[src/rtl/banner_pkg.sv]
// Shared constants and helpers for the rotating-banner datapath and its VGA timing core.
package banner_pkg;

  // Display geometry shared with the VGA timing core (640x480 visible area).
  localparam int unsigned H_ACTIVE = 640;
  localparam int unsigned V_ACTIVE = 480;

  // Character scale codes: code n means glyphs drawn at (n+1)x.
  localparam logic [1:0] SCALE_X1    = 2'd0;
  localparam logic [1:0] SCALE_X4    = 2'd3;
  localparam logic [1:0] SCALE_RESET = SCALE_X1;

  // Scroll speed codes, mapped to pixel steps by speed_step().
  localparam logic [1:0] SPEED_STOP  = 2'd0;
  localparam logic [1:0] SPEED_SLOW  = 2'd1;
  localparam logic [1:0] SPEED_MED   = 2'd2;
  localparam logic [1:0] SPEED_FAST  = 2'd3;
  localparam logic [1:0] SPEED_RESET = SPEED_SLOW;

  // Both settings share the same 0..3 code range.
  localparam logic [1:0] CODE_MIN = 2'd0;
  localparam logic [1:0] CODE_MAX = 2'd3;

  typedef enum logic [1:0] {
    StIdle,
    StArm,
    StPress,
    StHold
  } db_state_e;

  // Pixels advanced per frame for a speed code: 0, 1, 2, 4.
  function automatic logic [2:0] speed_step(input logic [1:0] speed);
    logic [2:0] step;
    case (speed)
      SPEED_STOP: step = 3'd0;
      SPEED_SLOW: step = 3'd1;
      SPEED_MED:  step = 3'd2;
      default:    step = 3'd4;
    endcase
    return step;
  endfunction

  // Saturating up/down on a 2-bit code; simultaneous up and down cancel.
  function automatic logic [1:0] bump_code(input logic [1:0] cur, input logic up,
                                           input logic dn);
    logic [1:0] res;
    res = cur;
    if (up && !dn && cur != CODE_MAX) begin
      res = cur + 2'd1;
    end else if (dn && !up && cur != CODE_MIN) begin
      res = cur - 2'd1;
    end
    return res;
  endfunction

endpackage

[src/rtl/key_debounce.sv]
// One push-button: 2-FF synchroniser, press-detect FSM, single-cycle press pulse.
module key_debounce
  import banner_pkg::*;
#(
  parameter int unsigned DB_CYCLES = 250_000
) (
  input  logic clk,
  input  logic rst_n,
  input  logic key_ni,
  output logic press_o
);

  localparam int unsigned CntW = (DB_CYCLES > 1) ? $clog2(DB_CYCLES) : 1;
  localparam logic [CntW-1:0] CntLast = CntW'(DB_CYCLES - 1);

  logic            sync1_q, sync2_q;
  db_state_e       state_q, state_d;
  logic [CntW-1:0] cnt_q, cnt_d;
  logic            press_q, press_d;

  // Synchronise the raw button; idle level is high (released).
  always_ff @(posedge clk or negedge rst_n) begin
    if (!rst_n) begin
      sync1_q <= 1'b1;
      sync2_q <= 1'b1;
    end else begin
      sync1_q <= key_ni;
      sync2_q <= sync1_q;
    end
  end

  // Next state: a press needs DB_CYCLES consecutive low samples in StArm.
  always_comb begin
    state_d = state_q;
    cnt_d   = cnt_q;
    unique case (state_q)
      StIdle: begin
        if (!sync2_q) begin
          state_d = StArm;
          cnt_d   = '0;
        end
      end
      StArm: begin
        if (sync2_q) begin
          state_d = StIdle;
        end else if (cnt_q == CntLast) begin
          state_d = StPress;
        end else begin
          cnt_d = cnt_q + CntW'(1);
        end
      end
      StPress: state_d = StHold;
      StHold: begin
        if (sync2_q) begin
          state_d = StIdle;
        end
      end
      default: state_d = StIdle;
    endcase
    press_d = (state_d == StPress);
  end

  // FSM state, counter and registered press pulse.
  always_ff @(posedge clk or negedge rst_n) begin
    if (!rst_n) begin
      state_q <= StIdle;
      cnt_q   <= '0;
      press_q <= 1'b0;
    end else begin
      state_q <= state_d;
      cnt_q   <= cnt_d;
      press_q <= press_d;
    end
  end

  assign press_o = press_q;

endmodule

[src/rtl/banner_scroll_ctrl.sv]
// Banner sequencing: debounced settings, per-frame scroll offset, tear-free commit at vblank.
module banner_scroll_ctrl
  import banner_pkg::*;
#(
  parameter int unsigned DB_CYCLES    = 250_000,
  parameter int unsigned BANNER_CHARS = 32,
  parameter int unsigned CHAR_W       = 8,
  parameter int unsigned V_DISP       = V_ACTIVE
) (
  input  logic        clk,
  input  logic        rst_n,
  input  logic [3:0]  key,
  input  logic [11:0] pixel_x,
  input  logic [11:0] pixel_y,
  output logic        frame_tick,
  output logic [1:0]  char_scale,
  output logic [1:0]  scroll_speed,
  output logic [11:0] scroll_offset
);

  localparam int unsigned BannerPx = BANNER_CHARS * CHAR_W;

  // The widest banner (scale x4) must still be addressable by a 12-bit offset.
  if (BannerPx * 4 > 4095) begin : g_width_check
    $error("banner_scroll_ctrl: BANNER_CHARS*CHAR_W*4 exceeds 12-bit offset range");
  end

  logic [3:0]  press;
  logic [1:0]  pend_scale_q, pend_scale_d;
  logic [1:0]  pend_speed_q, pend_speed_d;
  logic        frame_tick_q, frame_tick_d;
  logic [1:0]  char_scale_q, char_scale_d;
  logic [1:0]  scroll_speed_q, scroll_speed_d;
  logic [11:0] scroll_offset_q, scroll_offset_d;
  logic [11:0] wrap_len;
  logic [12:0] nxt;

  for (genvar i = 0; i < 4; i++) begin : g_key
    key_debounce #(
      .DB_CYCLES(DB_CYCLES)
    ) u_key_debounce (
      .clk    (clk),
      .rst_n  (rst_n),
      .key_ni (key[i]),
      .press_o(press[i])
    );
  end

  // Pending settings follow press pulses; tick detection on the first vblank pixel.
  always_comb begin
    pend_scale_d = bump_code(pend_scale_q, press[0], press[1]);
    pend_speed_d = bump_code(pend_speed_q, press[2], press[3]);
    frame_tick_d = (pixel_y == 12'(V_DISP)) && (pixel_x == 12'd0);
  end

  // Commit uses the same-cycle pending values so a press on the tick is not a frame late.
  always_comb begin
    char_scale_d    = char_scale_q;
    scroll_speed_d  = scroll_speed_q;
    scroll_offset_d = scroll_offset_q;
    wrap_len        = 12'(BannerPx) * (12'(pend_scale_d) + 12'd1);
    nxt             = {1'b0, scroll_offset_q} + 13'(speed_step(pend_speed_d));
    if (frame_tick_q) begin
      char_scale_d   = pend_scale_d;
      scroll_speed_d = pend_speed_d;
      if (pend_scale_d != char_scale_q) begin
        scroll_offset_d = 12'd0;
      end else if (nxt >= {1'b0, wrap_len}) begin
        scroll_offset_d = 12'(nxt - {1'b0, wrap_len});
      end else begin
        scroll_offset_d = nxt[11:0];
      end
    end
  end

  // Pending, tick and committed registers.
  always_ff @(posedge clk or negedge rst_n) begin
    if (!rst_n) begin
      pend_scale_q    <= SCALE_RESET;
      pend_speed_q    <= SPEED_RESET;
      frame_tick_q    <= 1'b0;
      char_scale_q    <= SCALE_RESET;
      scroll_speed_q  <= SPEED_RESET;
      scroll_offset_q <= 12'd0;
    end else begin
      pend_scale_q    <= pend_scale_d;
      pend_speed_q    <= pend_speed_d;
      frame_tick_q    <= frame_tick_d;
      char_scale_q    <= char_scale_d;
      scroll_speed_q  <= scroll_speed_d;
      scroll_offset_q <= scroll_offset_d;
    end
  end

  assign frame_tick    = frame_tick_q;
  assign char_scale    = char_scale_q;
  assign scroll_speed  = scroll_speed_q;
  assign scroll_offset = scroll_offset_q;

endmodule
[config.mk]
export PLATFORM = sky130hd
export DESIGN_NAME = banner_scroll_ctrl
export DESIGN_NICKNAME = d
export VERILOG_FILES = /design/src/rtl/banner_pkg.sv /design/src/rtl/key_debounce.sv /design/src/rtl/banner_scroll_ctrl.sv
export SDC_FILE = /design/constraint.sdc
export NUM_CORES = 1
export LEC_CHECK = 0
export ABC_CLOCK_PERIOD_IN_PS = 8750
export CORE_MARGIN = 2
export CORE_UTILIZATION = 62
export DETAILED_ROUTE_END_ITERATION = 10
export PLACE_DENSITY_LB_ADDON = 0.12
export SLEW_MARGIN = 15
export SYNTH_ARGS = -nofsm -noshare
export SYNTH_HDL_FRONTEND = slang
export SYNTH_SLANG_ARGS = --single-unit
[constraint.sdc]
create_clock -name clk -period 8.75 [get_ports clk]
set_clock_uncertainty 0.05 [all_clocks]
set_input_delay 1.75 -clock clk [delete_from_list [all_inputs] [get_ports clk]]
set_output_delay 1.75 -clock clk [all_outputs]
set_load 0.05 [all_outputs]
==> Yosys cells after proc, flatten, opt, wreduce, memory -nomap -nowiden <==
Cells that the tools add are included.
{ "op_classes": {"n_addsub": 11, "order_cmp": 1, "n_reduce_logical": 29, "n_mux": 43, "eq_ne": 38} }
{ "op_table": {"columns": ["op", "n"], "rows": [
  ["$mux W18", 12],
  ["$pmux W18 S2", 4],
  ["$add A18 B1 Y18 const B", 4],
  ["$eq A18 B18 Y1 const B", 4],
  ["$mux W2", 20],
  ["$pmux W2 S4", 4],
  ["$ne A2 B2 Y1 const B", 14],
  ["$eq A2 B2 Y1 const B", 13],
  ["$mux W12", 2],
  ["$reduce_and A4 Y1", 4],
  ["$add A12 B3 Y13", 1],
  ["$ge A13 B11 Y1", 1],
  ["$eq A12 B9 Y1 const B", 1],
  ["$logic_not A12 Y1", 1],
  ["$reduce_bool A2 Y1", 6],
  ["$sub A12 B11 Y12", 1],
  ["$eq A2 B1 Y1 const B", 5],
  ["$logic_not A2 Y1", 5],
  ["$logic_and A1 B1 Y1", 9],
  ["$pmux W3 S3", 1],
  ["$add A2 B1 Y2 const B", 2],
  ["$logic_not A1 Y1", 4],
  ["$sub A2 B1 Y2 const B", 2],
  ["$add A2 B1 Y3 const B", 1],
  ["$ne A2 B2 Y1", 1]
]} }
{ "totals": {"regBits": 113, "word_cells": 148, "out_inout_bits": 17} }

==> Depth between registers and ports, before layout <==
Gate-level depths: netlist of the first run.
{ "logic_depth": {"word_depth": 11, "depth_mapped": 21, "mapped_depth_nobuf": 21} }

==> Hierarchy <==
Synthesis of the first run repeated with hierarchy kept, for this count alone.
{ "unflattened": {"hier_cells": 763, "hier_area_um2": 7074.3} }
{ "modules_own_cells": {"columns": ["mod", "cells_per_inst", "instances", "area_per_inst_um2", "seq_area_each_um2"], "rows": [
  ["key_debounce", 147, 4, 1356.3, 578.1],
  ["banner_scroll_ctrl", 175, 1, 1649.1, 528.0]
]} }

==> Worst setup path before layout of the first run <==
OpenSTA, ideal clock, no wires.
{ "synth_timing": {"kind": "register to register", "startpoint": "reg pend_speed_q[0]", "endpoint": "reg scroll_offset_q[8], in the netlist scroll_offset[8]", "path_stages_with_launch": 22, "arrival_time_ns": 4.943, "path_slack_ns": 3.679, "required_ns": 8.622, "period_less_slack_ns": 5.071, "cell_sequence": "dfstp_2 > inv_1 > ha_1 > nor3_1 > a21o_1 > a221oi_1 > nand2_1 > inv_1 > ha_1 > a211oi_1 > nor2_1 > and3_1 > and3_1 > xnor2_1 > ha_1 > and4b_1 > nand3_1 > or3b_2 > a2111o_1 > nand3_1 > mux2_2 > o2bb2ai_1"} }
{ "synth_via": {"elab_chain_cells": 10, "word_cells_on_any_way": 17, "cone_classes": "4 x add/sub; 1 x order compare; 3 x eq/ne; 5 x mux; 4 x reduce/logical"} }
{ "synth_rtl": {"columns": ["element", "line", "source"], "rows": [
  ["from (decl)", "banner_scroll_ctrl.sv:30", "logic [1:0] pend_speed_q, pend_speed_d;"],
  ["from (signal assigned)", "banner_scroll_ctrl.sv:87", "pend_speed_q <= pend_speed_d;"],
  ["parallel branches: the longest is 3 deep, another holds $sub A2 B1 Y2", null, null],
  ["$mux W2 *", "banner_pkg.sv:48", "if (up && !dn && cur != CODE_MAX) begin"],
  ["named net pend_speed_d[1]", "banner_scroll_ctrl.sv:30", null],
  ["$eq A2 B2 Y1 (tied with other cells)", "banner_pkg.sv:34", "case (speed)"],
  ["$pmux W3 S3 *", "banner_pkg.sv:34", null],
  ["$add A12 B3 Y13 *", "banner_scroll_ctrl.sv:62", "nxt = {1'b0, scroll_offset_q} + 13'(speed_step(pend_speed_d));"],
  ["$sub A12 B11 Y12 or $ge A13 B11 Y1 (tied branches)", "banner_scroll_ctrl.sv:69, banner_scroll_ctrl.sv:68", null],
  ["$mux W12 *", "banner_scroll_ctrl.sv:68", "end else if (nxt >= {1'b0, wrap_len}) begin"],
  ["$mux W12 *", "banner_scroll_ctrl.sv:66", "if (pend_scale_d != char_scale_q) begin"],
  ["to (signal assigned)", "banner_scroll_ctrl.sv:91", "scroll_offset_q <= scroll_offset_d;"],
  ["to (decl)", "banner_scroll_ctrl.sv:34", "logic [11:0] scroll_offset_q, scroll_offset_d;"]
]} }
Mark *: on every way through the listed nets, which the timed path passes.
A chain may end at the register's enable or synchronous reset.

==> Worst setup path after layout of the first run <==
Same ends and word-level chain as after synthesis.

==> flow_metrics.tcl, run 1 <==
set metrics [dict create \
    cts.clk_slew.worst_paths_ns 0.06 \
    synth_flop_cell "dfrtp_1" \
    yosysTopAreaCell "dfrtp_1" \
    drc 0 \
    pre_cts_slack_ns 3.14 \
    antenna_found_initial 0 \
    cp_data_arrival_time_ns 6.11 \
    slew_headroom 0.359 \
    rsz0062_at_grt "false" \
    grt_overflow_total 0 \
    fillCellCount 591 \
    synthTopCellsByArea "dfrtp_1 44%, xor2_1 6.2%, nor2_1 5.1%" \
    cts_buffer_depth 2 \
    syn_area_um2 5920 \
    fp.dieH_um 102 \
    crit_chain "inv_1 -> ha_1 -> nor3_1 -> a21o_1 -> a221oi_1 -> nand2_1 -> inv_1 -> ha_1 -> a211oi_1 -> nor2_1 -> and3_1 -> and3_1 -> xnor2_1 -> ha_1 -> and4b_1 -> nand3_1 -> or3b_2 -> a2111o_1 -> nand3_1 -> mux2_2 -> o2bb2ai_1" \
    worst_pin_slew_ns 0.962 \
    synth_common_cells "103 x dfrtp_1, 81 x nor2_1, 42 x xor2_1" \
    grt_pass1_wl_um 20600 \
    cellPowerDensity_nw_per_um2 183 \
    multi_input_area_um2 2930 \
    cts_tree "done" \
    hold_depth 0 \
    post_cts_resize_count 0 \
    vias 4620 \
    drt-initial-drc-count 191 \
    ctsHtreeMaxLevel 4 \
    ys_seq_area_frac 0.480 \
    hold_violations 0 \
    rows 35 \
    cp_slowest_stage_delay_ns 0.53 \
    synth-edff-count 0 \
    whs_ns 0.300 \
    fin_crit_ns 5.73 \
    slowest_stage "dfstp_2" \
    drt-pass1-iter-count 4 \
    antenna_left 0 \
    synth_most_common_cell "dfrtp_1" \
    cpMostUsedCell "ha_1" \
    dieArea_um2 10300 \
    cellLeakagePower_nw 3.11 \
    cts_root_buf "clkbuf_8" \
    avgSynthCellArea_um2 9.79 \
    cts.sinks 113 \
    grt_max_degree 82 \
    io_buffers 46 \
    period_share 0.655 \
    max_cap_viol_count 0 \
    maxSlewViolCount 0 \
    viasPerCell 5.78 \
    fmax_mhz 174 \
    ios 47 \
    total_power_mw 1.30 \
    grt_pass1_vias 4501 \
    fp.coreArea_um2 9240 \
    critPathTopFamily "simple AND/OR/NAND/NOR gates" \
    die_x_um 102 \
    crit_type "flip-flop to flip-flop" \
    crit_fanout 5 \
    rr_worst_depth 21 \
    nets 704 \
    start_util 0.641 \
    synth_top_area_frac 0.435 \
    synthToLayoutAreaGrowth_pct 19.8 \
    finalSetupViolCount 0 \
    wire_per_inst_um 15.4 \
    syn-num-nets 652 \
    place.gp.congestion 0.860 \
    numCtsBuffers 17 \
    drive_gt1_frac 0.0925 \
    ys_warn_count 0 \
    clock_latency_ns 0.51 \
    hold_class "flip-flop to flip-flop" \
    setup_ws_ns 3.02 \
    grt.total_usage 0.252 \
    routed_wl_um 12300 \
    post-dp-hpwl_um 8140 \
    utilization 0.768 \
    antenna_cells 0 \
    required_ns 9.13 \
    cp-end-kind "flip-flop" \
    cp-start-kind "flip-flop" \
    cts_hold_buffers 0 \
    post_cts_buffers 0 \
    outcome "complete, no violations" \
    synth_cell_types 57 \
    synth_async_sr_flop_share 1.00 \
    ir_worst_vdd_mv 0.138 \
    crit_cells 21 \
    synth-seq-cells 113 \
    regArea_um2 2840 \
    crit_buf_inv 2 \
    syn_inst 605 \
    setup_tns_ns 0 \
]
-- logic make-up (layout without fill, tap and decap cells) --
kind of cell | after synthesis | in the layout | share of synthesized area
mux | 15 | 15 | 0.0275
flops | 113 | 113 | 0.480
simple gates | 259 | 259 | 0.227
buf+inv | 39 | 104 | 0.0249
xor+xnor | 60 | 60 | 0.0911
fa+ha+maj | 17 | 17 | 0.0385
compound gates | 102 | 102 | 0.111
-- flip-flops by register name, indices dropped and copies added, names as in the netlist --
name / count
frame_tick: 1
g_key.u_key_debounce.sync1_q: 4
g_key.u_key_debounce.press_o: 4
scroll_speed: 2
scroll_offset: 12
char_scale: 2
pend_scale_q: 2
g_key.u_key_debounce.cnt_q: 72
g_key.u_key_debounce.sync2_q: 4
g_key.u_key_debounce.state_q: 8
pend_speed_q: 2
-- per-layer routing --
metal  vias to the layer above  GRT usage  routed length [um]
li1                       2237          -                   -
met1                      2298      0.338                5630
met2                        71      0.409                6210
met3                        14     0.0524                 316
met4                         0     0.0915                 131
met5                         -          0                   0
-- metrics by stage --
step / instances / cell area, um2
6_report: 799 / 7100
5_1_grt: 799 / 7100
4_1_cts: 799 / 7100
3_5_place_dp: 767 / 6490
3_3_place_gp: 767 / 6490
2_1_floorplan: 605 / 5920
-- report_power, final --
group / internal (mW) / total, mW / switching, mW / leakage [nW]
registers: 0.535 / 0.547 / 0.0124 / 1.53
logic: 0.0255 / 0.0533 / 0.0278 / 1.30
clock network: 0.467 / 0.699 / 0.232 / 0.288
-- worst paths after layout --
kind / startpoint / end / slack [ns]
max: pend_speed_q[0] / scroll_offset[8] / 3.02
min: g_key[3].u_key_debounce.sync1_q / g_key[3].u_key_debounce.sync2_q / 0.30
min reg2reg: g_key[3].u_key_debounce.sync1_q / g_key[3].u_key_debounce.sync2_q / 0.30
max reg2reg: pend_speed_q[0] / scroll_offset[8] / 3.02
min in group asynchronous: rst_n / scroll_offset[7] / 1.12
max in group asynchronous: rst_n / g_key[2].u_key_debounce.cnt_q[13] / 6.21
-- worst register-to-register path, cell delays in order (launching register included) --
cell and delay (ns):
dfstp_2 0.53, inv_1 0.07, ha_1 0.30, nor3_1 0.06
a21o_1 0.17, a221oi_1 0.54, nand2_1 0.19, inv_1 0.10
ha_1 0.22, a211oi_1 0.53, nor2_1 0.17, and3_1 0.25
and3_1 0.19, xnor2_1 0.29, ha_1 0.22, and4b_1 0.21
nand3_1 0.07, or3b_2 0.47, a2111o_1 0.33, nand3_1 0.21
mux2_2 0.38, o2bb2ai_1 0.12
-- cell type report --
class                   count  share of cell area
clock inverters            11              0.0229
inverters                  25              0.0132
well taps                 129              0.0227
repair buffers             47              0.0656
clock buffers              21              0.0619
flip-flops and latches    113               0.400
multi-input cells         453               0.413
-- placed cells by master, fill, tap and decap left out, types with 15 or more instances in the layout --
cell             Yosys  layout
dfrtp_1            103     103
a21oi_1             34      34
xnor2_1             17      17
nand2_1             41      41
xor2_1              42      42
ha_1                15      15
clkdlybuf4s50_1      0      45
nor2_1              81      81
nand3_1             33      33
o21ai_0             21      21
clkbuf_16            0      16
inv_1               25      25
and3_1              15      15
(Power assumes the default switching activity.)
==> run 2: changes to the inputs <==
Settings changed: ABC_CLOCK_PERIOD_IN_PS 8750 to 5200, CORE_UTILIZATION 62 to 53.
Clock period 8.75 ns to 5.2 ns, I/O delays scaled along.
==> run 2 against run 1 <==
Net effect: clock power is 73% higher; maximum frequency up 12%; global-route usage decreased by 2.4 points; critical path depth unchanged; first-iteration DRC count rose by 37%; sequential power is 68% higher; highest routed layer unchanged; combinational power grew 68%.
==> flow_metrics.tcl, run 2 (synthesis results as in run 1) <==
set metrics [dict create \
    die_x_um 110 \
    viasPerCell 5.61 \
    regMostFlops "g_key.u_key_debounce.cnt_q" \
    grt_overflow_total 0 \
    layout_commonest_cell "dfrtp_1" \
    clock_latency_ns 0.54 \
    drt-pass1-iter-count 4 \
    finalSetupViolCount 0 \
    grt_pass1_wl_um 21200 \
    drive_gt1_frac 0.129 \
    max_cap_viol_count 0 \
    fillCellCount 852 \
    synthToLayoutAreaGrowth_pct 23.2 \
    r2r_end "scroll_offset[8]" \
    min_from "g_key[1].u_key_debounce.sync1_q" \
    start_util 0.544 \
    drt-initial-drc-count 261 \
    cp-start-kind "flip-flop" \
    post-dp-hpwl_um 8310 \
    worst_pin_slew_ns 0.896 \
    crit_type "flip-flop to flip-flop" \
    min_to "g_key[1].u_key_debounce.sync2_q" \
    cts_hold_buffers 0 \
    rr_worst_depth 21 \
    ir_worst_vdd_mv 0.233 \
    r2r_setup_slack_ns 0.09 \
    cellPowerDensity_nw_per_um2 305 \
    cp-end-kind "flip-flop" \
    cts_buffer_depth 2 \
    drc 0 \
    grt.total_usage 0.228 \
    rows 38 \
    outcome "complete, no violations" \
    cts.sinks 113 \
    dieArea_um2 12000 \
    placed_area_um2 6540 \
    largest_reg_flops 72 \
    place.gp.congestion 0.878 \
    cts.clk_slew.worst_paths_ns 0.05 \
    fin_area_um2 7290 \
    cellLeakagePower_nw 3.22 \
    antenna_cells 0 \
    antenna_found_initial 0 \
    regArea_um2 2840 \
    whs_ns 0.306 \
    pre_cts_slack_ns -0.00311 \
    grt_max_degree 47 \
    period_share 0.983 \
    utilization 0.670 \
    hold_class "flip-flop to flip-flop" \
    fin_crit_ns 5.11 \
    cts_tree "done" \
    wire_per_inst_um 15.7 \
    slew_headroom 0.401 \
    required_ns 5.60 \
    ios 47 \
    fp.coreArea_um2 10900 \
    crit_fanout 4 \
    hold_violations 0 \
    multi_input_area_um2 3000 \
    antenna_left 0 \
    ctsHtreeMaxLevel 4 \
    setup_ws_ns 0.0902 \
    cts_root_buf "clkbuf_8" \
    maxSlewViolCount 0 \
    nets 717 \
    worstReg2RegStart "pend_speed_q[0]" \
    vias 4614 \
    hold_depth 0 \
    total_power_mw 2.22 \
    numCtsBuffers 17 \
    routed_wl_um 12900 \
    io_buffers 46 \
    grt_pass1_vias 4571 \
    cp_data_arrival_time_ns 5.51 \
    fmax_mhz 196 \
    fp.dieH_um 110 \
    final_cell_mix "103 x dfrtp_1, 79 x nor2_1, 45 x clkdlybuf4s50_1" \
]
[run 2: changes by cell type in the layout (fill, tap and decap cells not counted), moves of 2 or more]
cell / change
clkinv_2: +2
clkinvlp_4: -3
ha_1: -2
clkbuf_1: -2
ha_4: +2
nor2_2: +2
buf_4: +13
clkbuf_8: +2
nor2_1: -2
[run 2: area by class of cell]
cell class / instances / area share
timing repair buffer: 60 / 0.0772
clock inverter: 11 / 0.0218
tap: 140 / 0.0240
clock buffer: 21 / 0.0630
multi-input combinational: 453 / 0.412
sequential: 113 / 0.389
inverter: 25 / 0.0129
[run 2: report_power, final]
part / switching [mW] / leakage (nW) / internal, mW / total [mW]
Clock: 0.403 / 0.311 / 0.811 / 1.21
Sequential: 0.0201 / 1.53 / 0.900 / 0.920
Combinational: 0.0463 / 1.38 / 0.0430 / 0.0893
[run 2: worst max-delay path, cell delays in order (launching register included)]
cell	delay (ns)
dfstp_2	0.53
inv_1	0.09
ha_4	0.28
nor3_1	0.04
a21o_1	0.19
a221oi_2	0.29
buf_4	0.17
and2_4	0.14
ha_4	0.20
o211ai_1	0.37
nor2_2	0.11
and3_4	0.20
and3_1	0.20
xnor2_2	0.16
ha_1	0.30
and4b_1	0.19
nand3_1	0.07
or3b_2	0.47
a2111o_1	0.42
nand3_4	0.11
mux2_2	0.34
o2bb2ai_1	0.11
[run 2: worst max path at each step]
stage	to	cells past startpoint	slack, ns	from
final	scroll_offset[8]	21	0.09	pend_speed_q[0]
after global placement	scroll_offset[8]	22	0.15	pend_speed_q[0]
after CTS	scroll_offset[8]	22	0.07	pend_speed_q[0]
after floorplan	scroll_offset[8]	21	0.13	pend_speed_q[0]
after global routing	scroll_offset[8]	21	-0.10	pend_speed_q[0]
after detailed placement	scroll_offset[8]	21	-0.003	pend_speed_q[0]
[run 2: through the flow]
stage	setup TNS, ns	instances
after floorplan	0	605
after global placement	0	782
after detailed placement	-0.00311	782
after CTS	0	814
after global routing	-0.210	823
final	0	823
[run 2: routing by layer]
layer,track usage,wire length (um),up-vias
met5,0,0,-
met4,0.0859,190,0
met3,0.0759,439,15
met2,0.371,6530,78
met1,0.283,5720,2259
li1,-,-,2262
[run 2: timing repair]
item                       CTS  global route
pin swaps                    0             9
gates resized for setup      2            10
setup endpoints to repair    1             3
setup buffers                0             9
